===== config.mk =====
export PLATFORM = sky130hd
export DESIGN_NAME = spi_master_sequencer
export DESIGN_NICKNAME = d
export VERILOG_FILES = /design/src/rtl/spi_defs.sv /design/src/rtl/spi_clk_gen.sv /design/src/rtl/spi_master_sequencer.sv
export SDC_FILE = /design/constraint.sdc
export NUM_CORES = 1
export LEC_CHECK = 0
export CELL_PAD_IN_SITES_DETAIL_PLACEMENT = 0
export CELL_PAD_IN_SITES_GLOBAL_PLACEMENT = 2
export CORE_MARGIN = 4
export CORE_UTILIZATION = 34
export CTS_CLUSTER_DIAMETER = 200
export DETAILED_ROUTE_END_ITERATION = 6
export GPL_TIMING_DRIVEN = 0
export MAX_ROUTING_LAYER = met4
export PLACE_DENSITY_LB_ADDON = 0.1
export SKIP_LAST_GASP = 1
export SLEW_MARGIN = 20
export SYNTH_ARGS = -nofsm -noshare
export SYNTH_HDL_FRONTEND = slang
export SYNTH_SLANG_ARGS = --single-unit

===== constraint.sdc =====
create_clock -name clk -period 5.8 [get_ports clk]
set_input_delay 1.45 -clock clk [delete_from_list [all_inputs] [get_ports clk]]
set_output_delay 1.45 -clock clk [all_outputs]
set_load 0.05 [all_outputs]

===== src/rtl/spi_defs.sv =====
// Shared definitions for the SPI initiator: FSM states, frame geometry and
// the helper that packs a host request into the 16-bit shift frame.
package spi_defs;

  typedef enum logic [2:0] {
    IDLE,
    SETUP,
    HIGH,
    LOW,
    GAP
  } spi_state_t;

  localparam int SPI_FRAME_BITS = 16;
  localparam int SPI_ADDR_BITS  = 7;
  localparam int SPI_DATA_BITS  = 8;

  localparam logic SPI_RW_READ = 1'b1;

  // Reads send an all-zero data byte so the peripheral sees a clean slot.
  function automatic logic [SPI_FRAME_BITS-1:0] build_frame(
    input logic [SPI_ADDR_BITS-1:0] addr,
    input logic                     rw,
    input logic [SPI_DATA_BITS-1:0] wdata
  );
    return {addr, rw, (rw == SPI_RW_READ) ? {SPI_DATA_BITS{1'b0}} : wdata};
  endfunction

endpackage


===== src/rtl/spi_clk_gen.sv =====
// Phase timer for the SPI engine: counts clk cycles inside one sclk
// half-period and strobes on the last cycle of each phase.
module spi_clk_gen #(
  parameter int CLKDIV = 4
) (
  input  logic clk,
  input  logic reset,
  input  logic run,
  output logic phase_end
);

  localparam int CNT_W = $clog2(CLKDIV);
  localparam logic [CNT_W-1:0] CNT_LAST = CNT_W'(CLKDIV - 1);

  logic [CNT_W-1:0] cnt;

  assign phase_end = run && (cnt == CNT_LAST);

  // Restart from zero at every phase boundary and whenever the bus is idle.
  always_ff @(posedge clk) begin
    if (reset || !run || phase_end) begin
      cnt <= '0;
    end else begin
      cnt <= cnt + CNT_W'(1);
    end
  end

endmodule


===== src/rtl/spi_master_sequencer.sv =====
// SPI initiator: accepts one request, frames it with cs/sclk, shifts the
// 16-bit frame out on mosi and returns the captured read byte.
module spi_master_sequencer
  import spi_defs::*;
#(
  parameter int CLKDIV = 4,
  parameter int CSGAP  = 2
) (
  input  logic                     clk,
  input  logic                     reset,
  input  logic                     req_valid,
  output logic                     req_ready,
  input  logic [SPI_ADDR_BITS-1:0] req_addr,
  input  logic                     req_rw,
  input  logic [SPI_DATA_BITS-1:0] req_wdata,
  output logic                     rsp_valid,
  output logic [SPI_DATA_BITS-1:0] rsp_rdata,
  output logic                     busy,
  output logic                     cs,
  output logic                     sclk,
  output logic                     mosi,
  input  logic                     miso
);

  localparam int GAP_W = (CSGAP > 1) ? $clog2(CSGAP) : 1;
  localparam logic [GAP_W-1:0] GAP_LAST = GAP_W'(CSGAP - 1);

  spi_state_t state, next_state;

  logic                      phase_end;
  logic                      run;
  logic                      accept;
  logic                      gap_last;
  logic [3:0]                bit_cnt;
  logic [GAP_W-1:0]          gap_cnt;
  logic [SPI_FRAME_BITS-1:0] shreg;
  logic [SPI_DATA_BITS-1:0]  cap;
  logic                      rw_q;

  assign req_ready = (state == IDLE) && !reset;
  assign accept    = req_valid && req_ready;
  assign run       = state inside {SETUP, HIGH, LOW};
  assign gap_last  = (gap_cnt == GAP_LAST);
  assign mosi      = shreg[SPI_FRAME_BITS-1];

  spi_clk_gen #(
    .CLKDIV(CLKDIV)
  ) u_clk_gen (
    .clk      (clk),
    .reset    (reset),
    .run      (run),
    .phase_end(phase_end)
  );

  // State register.
  always_ff @(posedge clk) begin
    if (reset) begin
      state <= IDLE;
    end else begin
      state <= next_state;
    end
  end

  // Phase sequencing; bit_cnt wraps to 0 after the 16th HIGH, marking the hold LOW.
  always_comb begin
    next_state = state;
    case (state)
      IDLE:    if (accept) next_state = SETUP;
      SETUP:   if (phase_end) next_state = HIGH;
      HIGH:    if (phase_end) next_state = LOW;
      LOW:     if (phase_end) next_state = (bit_cnt == 4'd0) ? GAP : HIGH;
      GAP:     if (gap_last) next_state = IDLE;
      default: next_state = IDLE;
    endcase
  end

  // Frame shifting, miso capture, bit and gap counting.
  always_ff @(posedge clk) begin
    if (reset) begin
      shreg   <= '0;
      cap     <= '0;
      rw_q    <= 1'b0;
      bit_cnt <= '0;
      gap_cnt <= '0;
    end else begin
      gap_cnt <= (state == GAP && !gap_last) ? gap_cnt + GAP_W'(1) : '0;
      case (state)
        IDLE: begin
          if (accept) begin
            shreg   <= build_frame(req_addr, req_rw, req_wdata);
            rw_q    <= req_rw;
            cap     <= '0;
            bit_cnt <= '0;
          end
        end
        HIGH: begin
          if (phase_end) begin
            shreg   <= {shreg[SPI_FRAME_BITS-2:0], 1'b0};
            cap     <= {cap[SPI_DATA_BITS-2:0], miso};
            bit_cnt <= bit_cnt + 4'd1;
          end
        end
        GAP:     bit_cnt <= '0;
        default: ;
      endcase
    end
  end

  // Pin and status outputs are registered from the upcoming state.
  always_ff @(posedge clk) begin
    if (reset) begin
      cs        <= 1'b1;
      sclk      <= 1'b0;
      busy      <= 1'b0;
      rsp_valid <= 1'b0;
      rsp_rdata <= '0;
    end else begin
      cs        <= !(next_state inside {SETUP, HIGH, LOW});
      sclk      <= (next_state == HIGH);
      busy      <= (next_state != IDLE);
      rsp_valid <= (state == LOW) && (next_state == GAP);
      if ((state == LOW) && (next_state == GAP)) begin
        rsp_rdata <= (rw_q == SPI_RW_READ) ? cap : '0;
      end
    end
  end

endmodule


==> results of run 1 <==
worst register-to-register path, stage by stage, from the launching register on:
cell	delay [ps]
dfxtp_1	340
ha_1	140
buf_2	200
nor4bb_1	450
and4b_1	270
clkbuf_1	320
nand3_1	130
a21oi_1	160
kinds of logic (layout without fill, tap and decap cells):
logic type / after synthesis / count (layout)
adders and majority gates: 3 / 3
buffers and inverters: 21 / 60
AOI/OAI and AO/OA: 50 / 50
and+or+nand+nor: 91 / 91
DFF: 47 / 47
muxes: 11 / 11
metrics by stage:
step / instances / setup WS [ps] / instance area (um2)
after floorplan: 223 / 1310 / 1980
after global placement: 326 / 1300 / 2380
after detailed placement: 326 / 1320 / 2380
after CTS: 334 / 1320 / 2490
after global routing: 334 / 1200 / 2490
final: 334 / 1320 / 2490
worst max path at each step:
stage	end	slack, ps	depth (start not counted)	start
final	req_ready	1320	5	reset
after global routing	req_ready	1200	5	reset
after CTS	req_ready	1320	5	reset
after detailed placement	req_ready	1320	5	reset
after global placement	req_ready	1300	5	reset
after floorplan	req_ready	1310	4	reset
power groups by stage:
stage	Sequential, W	Clock, W	Combinational (W)
6_report	0.000338	0.000241	0.0000679
5_1_grt	0.000340	0.000263	0.0000766
4_1_cts	0.000338	0.000253	0.0000689
3_5_place_dp	0.000346	0	0.0000687
3_3_place_gp	0.000346	0	0.0000687
2_1_floorplan	0.000350	0	0.0000377
cells in the final DEF (no fill, tap or decap), drive strengths merged, types with 2 or more instances in the layout:
cell / synthesis / routed
or2: 3 / 3
a22oi: 8 / 8
nand2: 13 / 13
nor4b: 2 / 2
a21boi: 2 / 2
a211oi: 16 / 16
nand3: 11 / 11
and2: 2 / 2
inv: 3 / 3
clkdlybuf4s50: 0 / 31
dfxtp: 47 / 47
clkinv: 0 / 2
buf: 3 / 3
a21oi: 17 / 17
ha: 3 / 3
nand2b: 2 / 2
nor3: 8 / 8
nor3b: 9 / 9
nand3b: 2 / 2
nor2: 31 / 31
mux2i: 11 / 11
clkbuf: 15 / 20
registers in the layout, indices dropped and copies added (netlist names):
name,flops
sclk,1
rw_q,1
gap_cnt,1
u_clk_gen.cnt,2
shreg,16
busy,1
state,3
cs,1
rsp_valid,1
bit_cnt,4
cap,8
rsp_rdata,8
area by class of cell:
type | instances | area (um2) | area share [%]
Buffer | 18 | 72.6 | 2.91
Clock buffer | 5 | 68.8 | 2.76
Clock inverter | 3 | 43.8 | 1.76
Inverter | 3 | 11.3 | 0.452
Multi-Input combinational cell | 155 | 956 | 38.3
Sequential cell | 47 | 941 | 37.7
Tap cell | 72 | 90.1 | 3.61
Timing Repair Buffer | 31 | 310 | 12.4
routing by layer:
| metal | vias up | global-route usage, % |
|---|---|---|
| li1 | 872 | - |
| met1 | 782 | 19.8 |
| met2 | 25 | 21.0 |
| met3 | 4 | 3.34 |
| met4 | 0 | 5.26 |
| met5 | - | - |
==> run_results.csv, run 1 <==
group,metric,value,unit
final_layout,diodes,0,
sta,finalSetupTns,0,ps
placement,gp_congestion,0.671,
power_and_ir_drop,pwr-share-seq,52.3,%
worst_setup_path,cp_cell_sequence,"clkbuf_2 > or2_2 > clkbuf_1 > nor3_1 > clkdlybuf4s50_1",
worst_hold_path,hold_path_depth,1,
placement,portBuffers,31,
clock_tree,clock-root-buffer,"clkbuf_8",
placement,post-dp-hpwl,3280,um
sta,hold_ws,432,ps
die,dieArea,0.00711,mm2
logic_synthesis,yosys.area_share.simple,23.9,%
power_and_ir_drop,power,0.000648,W
sta,fmax,223,MHz
final_layout,n_fill_cell,592,
power_and_ir_drop,vdd_ir_drop_max,134,uV
worst_setup_path,crit_arrival,3030,ps
clock_tree,cts_buffer_depth,2,
logic_synthesis,muxShareOfSynthArea,5.56,%
global_routing,overflow,0,
worst_setup_path,timing.rr.end,"rsp_rdata[3]",
logic_synthesis,postSynthAreaPerCell,8.88,um2
sta,max_slew_margin,53.3,%
logic_synthesis,yosys.area.top_type,"dfxtp_1",
logic_synthesis,ys_seq_elements,47,
final_layout,final_layout_size_suffix_gt1_share,6.11,%
worst_setup_path,crit_buf_inv,3,
logic_synthesis,syn-num-nets,246,
drt,wl_met1,2360,um
worst_hold_path,hp-start,"u_clk_gen.cnt[0]",
worst_setup_path,cp_slowest_cell,"clkdlybuf4s50_1",
clock_tree,tritoncts,"built",
drt,drc,0,
sta,hold_violations,0,
worst_setup_path,cp-start-kind,"input pin",
job,drv_cap,0,
worst_setup_path,slowest_delay,830,ps
drt,wl,4620,um
drt,wl_met2,2020,um
sta,fin_crit,4480,ps
global_routing,grt_pass1_wl,8200,um
logic_synthesis,synth_compound_area_share,16.9,%
logic_synthesis,yosysMostFrequentCell,"dfxtp_1",
final_layout,post-route-util,44.7,%
die,die_h,84.3,um
logic_synthesis,synth_top_flop_cell,"dfxtp_1",
global_routing,first_global_vias,1651,
final_layout,finish.net_count,284,
clock_tree,htree_levels,2,
logic_synthesis,yosysTopAreaCellShare,47.5,%
logic_synthesis,synth_fa_ha_area_share,1.90,%
sta,clock_skew,6.75,ps
clock_tree,cts_buffers,5,
worst_setup_path,required,4350,ps
power_and_ir_drop,clkPwrFrac,37.2,%
worst_setup_path,path_delay_family,"buffers and inverters",
power_and_ir_drop,switching_share,24.1,%
logic_synthesis,async_flop_share,0,%
sta,setup_viol,0,
power_and_ir_drop,combPwrFrac,10.5,%
logic_synthesis,synthTopCellsByArea,"dfxtp_1 (48%), a211oi_1 (6.1%), nor2_1 (5.9%)",
die,die_x,84.3,um
worst_hold_path,holdPathEnd,"u_clk_gen.cnt[0]",
power_and_ir_drop,switchingPower,0.000156,W
logic_synthesis,ys_types,37,
worst_setup_path,r2r-start,"u_clk_gen.cnt[0]",
drt,post_drt_via_cell_ratio,5.04,
power_and_ir_drop,internal_power,0.000492,W
sta,rsz0062_at_grt,"no",
clock_tree,post_cts_buffers,0,
drt,top_layer,"met4",
logic_synthesis,synth-seq-area-share,47.5,%
logic_synthesis,post_synth_instance_area,0.00198,mm2
clock_tree,clock_latency,300,ps
sta,period_share,77.2,%
outcome,status,"finished clean",
drt,drtAntennaViolNets,0,
die,coreArea,0.00557,mm2
logic_synthesis,synthTopCellsByCount,"dfxtp_1 (47), nor2_1 (31), a21oi_1 (17), a211oi_1 (16), clkbuf_1 (14)",
power_and_ir_drop,power.density,260,mW/mm2
clock_tree,cts_resized,0,
logic_synthesis,synthCells,223,
drt,met3_length,183,um
drt,firstDrtPassIters,4,
worst_setup_path,r2r_slack,3730,ps
global_routing,grtUsageTotal,14.5,%
final_layout,area_delta_synth_final,25.9,%
die,start_util,35.5,%
clock_tree,clkSlewWorstSetupHoldPaths,90,ps
drt,via_count,1683,
clock_tree,clock_sinks,47,
drt,wire_per_inst,13.8,um
die,rows,27,
logic_synthesis,synth_xor_area_share,0,%
die,io-pin-count,34,
logic_synthesis,ys_warn_count,0,
worst_setup_path,r2r.worst_path.cells,7,
worst_setup_path,path_class,"in2out",
sta,slew_viol_final,0,
worst_hold_path,min_path_type,"reg2reg",
worst_setup_path,critPathCaptureType,"output pin",
logic_synthesis,synth-edff-count,0,
global_routing,grt_max_degree,16,
logic_synthesis,synth_top_family_by_area,"simple AND/OR/NAND/NOR gates",
power_and_ir_drop,total_leakage_power,0.831,nW
sta,worstMarginPinSlew,698,ps
global_routing,antenna_found_initial,0,
worst_setup_path,crit_fanout,7,
drt,drt_iter0_markers,52,
clock_tree,hold_buffers,0,
No activity file was read; power rests on OpenSTA's default activity.
==> inputs of run 2 (changes only) <==
--- a/config.mk
+++ b/config.mk
@@ -8,7 +8,7 @@
 export CELL_PAD_IN_SITES_DETAIL_PLACEMENT = 0
 export CELL_PAD_IN_SITES_GLOBAL_PLACEMENT = 2
 export CORE_MARGIN = 4
-export CORE_UTILIZATION = 34
+export CORE_UTILIZATION = 28
 export CTS_CLUSTER_DIAMETER = 200
 export DETAILED_ROUTE_END_ITERATION = 6
 export GPL_TIMING_DRIVEN = 0
==> constraint.sdc (replaced) <==
create_clock -name clk -period 3.9 [get_ports clk]
set_input_delay 0.975 -clock clk [delete_from_list [all_inputs] [get_ports clk]]
set_output_delay 0.975 -clock clk [all_outputs]
set_load 0.05 [all_outputs]
==> run 2 against run 1 <==
  * Final cell count is 7.2% higher
  * Routed wire length is 5.4% higher
  * Clock skew is 0.82 ps higher
  * Critical endpoint unchanged
==> run_results.csv, run 2 (synthesized netlist as in run 1, its figures left out) <==
group,metric,value,unit
die,rows,30,
job,drv_cap,0,
power_and_ir_drop,power,0.000890,W
power_and_ir_drop,switchingPower,0.000224,W
final_layout,n_fill_cell,739,
sta,slew_viol_final,0,
die,start_util,29.0,%
final_layout,area_delta_synth_final,25.8,%
drt,drt_iter0_markers,81,
sta,period_share,90.3,%
die,die_x,92.1,um
global_routing,first_global_vias,1702,
worst_setup_path,path_delay_family,"buffers and inverters",
clock_tree,clock_latency,300,ps
clock_tree,htree_levels,2,
sta,rsz0062_at_grt,"no",
worst_setup_path,path_class,"in2out",
final_layout,final_cell_mix,"dfxtp_1 (47), nor2_1 (31), clkdlybuf4s50_1 (31)",
drt,wl,4870,um
power_and_ir_drop,pwr-share-seq,56.5,%
worst_setup_path,cp_cell_sequence,"clkbuf_2 > or2_2 > clkbuf_1 > nor3_1 > clkdlybuf4s50_1",
worst_setup_path,required,2920,ps
final_layout,regMostFlops,"shreg",
power_and_ir_drop,clkPwrFrac,32.0,%
clock_tree,tritoncts,"built",
final_layout,final_common_cell,"dfxtp_1",
clock_tree,cts_buffers,5,
global_routing,grt_pass1_wl,8430,um
sta,clock_skew,7.57,ps
worst_setup_path,critPathCaptureType,"output pin",
sta,setup_viol,0,
global_routing,grtUsageTotal,12.5,%
clock_tree,clkSlewWorstSetupHoldPaths,80,ps
placement,placed_area,0.00241,mm2
final_layout,post-route-util,36.5,%
power_and_ir_drop,total_leakage_power,0.815,nW
clock_tree,hold_buffers,0,
worst_setup_path,crit_cells,5,
drt,drtAntennaViolNets,0,
power_and_ir_drop,internal_power,0.000666,W
clock_tree,clock_sinks,47,
worst_setup_path,crit_fanout,7,
drt,via_count,1691,
drt,drc,0,
power_and_ir_drop,switching_share,25.2,%
outcome,status,"finished clean",
drt,firstDrtPassIters,4,
worst_setup_path,r2r.worst_path.cells,6,
final_layout,reg_top3,"shreg: 16 flops, cap: 8 flops, rsp_rdata: 8 flops",
final_layout,finish.net_count,284,
placement,portBuffers,31,
sta,fmax,284,MHz
worst_hold_path,hold_path_depth,1,
sta,setup_slack,378,ps
clock_tree,cts_resized,0,
final_layout,fin_area,0.00249,mm2
drt,wire_per_inst,13.6,um
die,die_h,92.1,um
sta,max_slew_margin,55.7,%
die,dieArea,0.00848,mm2
power_and_ir_drop,power.density,357,mW/mm2
global_routing,overflow,0,
worst_setup_path,crit_arrival,2550,ps
sta,finalSetupTns,0,ps
power_and_ir_drop,combPwrFrac,11.4,%
worst_setup_path,slowest_delay,830,ps
final_layout,diodes,0,
final_layout,final_layout_size_suffix_gt1_share,5.34,%
placement,post-dp-hpwl,3430,um
sta,fin_crit,3520,ps
die,io-pin-count,34,
global_routing,grt_max_degree,14,
placement,place_ws,376,ps
worst_setup_path,cp_slowest_cell,"clkdlybuf4s50_1",
clock_tree,clock-root-buffer,"clkbuf_8",
final_layout,largest_register_ffs,16,
die,coreArea,0.00683,mm2
global_routing,antenna_found_initial,0,
sta,worstMarginPinSlew,661,ps
power_and_ir_drop,vdd_ir_drop_max,105,uV
sta,hold_violations,0,
drt,post_drt_via_cell_ratio,4.72,
clock_tree,post_cts_buffers,0,
placement,gp_congestion,0.713,
worst_setup_path,crit_buf_inv,3,
worst_hold_path,min_path_type,"reg2reg",
worst_setup_path,cp-start-kind,"input pin",
clock_tree,cts_buffer_depth,2,
[run 2: changes by cell type in the layout (fill, tap and decap cells not counted)]
cell,change
bufinv_16,-1
clkbuf_1,+2
clkinv_4,-1
[run 2: cell type report]
type	instances	area (um2)	area share (%)
sequential	47	941	37.8
clock buffer	7	76.3	3.06
buffer	18	72.6	2.91
tap	96	120	4.82
multi-input combinational	155	956	38.4
timing repair buffer	31	310	12.4
inverter	3	11.3	0.452
clock inverter	1	5.00	0.201
[run 2: path summary, 6_finish.rpt]
check,from,end,slack [ps]
worst max-delay path,reset,req_ready,380
worst max register to register,u_clk_gen.cnt[0],rsp_rdata[0],1720
worst min register to register,u_clk_gen.cnt[0],u_clk_gen.cnt[0],440
worst min-delay path,u_clk_gen.cnt[0],u_clk_gen.cnt[0],440
[run 2: metrics by stage]
stage	hold WS (ps)	cells
2_1_floorplan	407	223
3_3_place_gp	421	350
3_5_place_dp	434	350
4_1_cts	445	358
5_1_grt	465	358
6_report	443	358
[run 2: power by group through the flow]
stage	Sequential [W]	Combinational (W)	Clock [W]
global route	0.000506	0.000113	0.000327
floorplan	0.000521	0.0000560	0
CTS	0.000503	0.000104	0.000302
global placement	0.000515	0.000104	0
detailed placement	0.000515	0.000103	0
finish	0.000503	0.000102	0.000285
[run 2: metal layers]
layer,global-route usage [%],wire [um],vias to the layer above
met5,-,0,-
met4,3.34,9,0
met3,2.95,155,2
met2,18.2,2150,23
met1,17.5,2550,794
li1,-,-,872
[run 2: worst register-to-register path, stage by stage, from the launching register on]
cell and delay [ps]:
dfxtp_1 350, ha_1 140, buf_2 190, nor4bb_1 480, nand4b_1 590, nand2_1 230
a21oi_1 80
==> inputs of run 3 (changes only) <==
--- a/config.mk
+++ b/config.mk
@@ -19,3 +19,4 @@
 export SYNTH_ARGS = -nofsm -noshare
 export SYNTH_HDL_FRONTEND = slang
 export SYNTH_SLANG_ARGS = --single-unit
+export TNS_END_PERCENT = 20
==> results of run 3 <==
No change in the layout: final DEF, timing and power equal those of run 2.
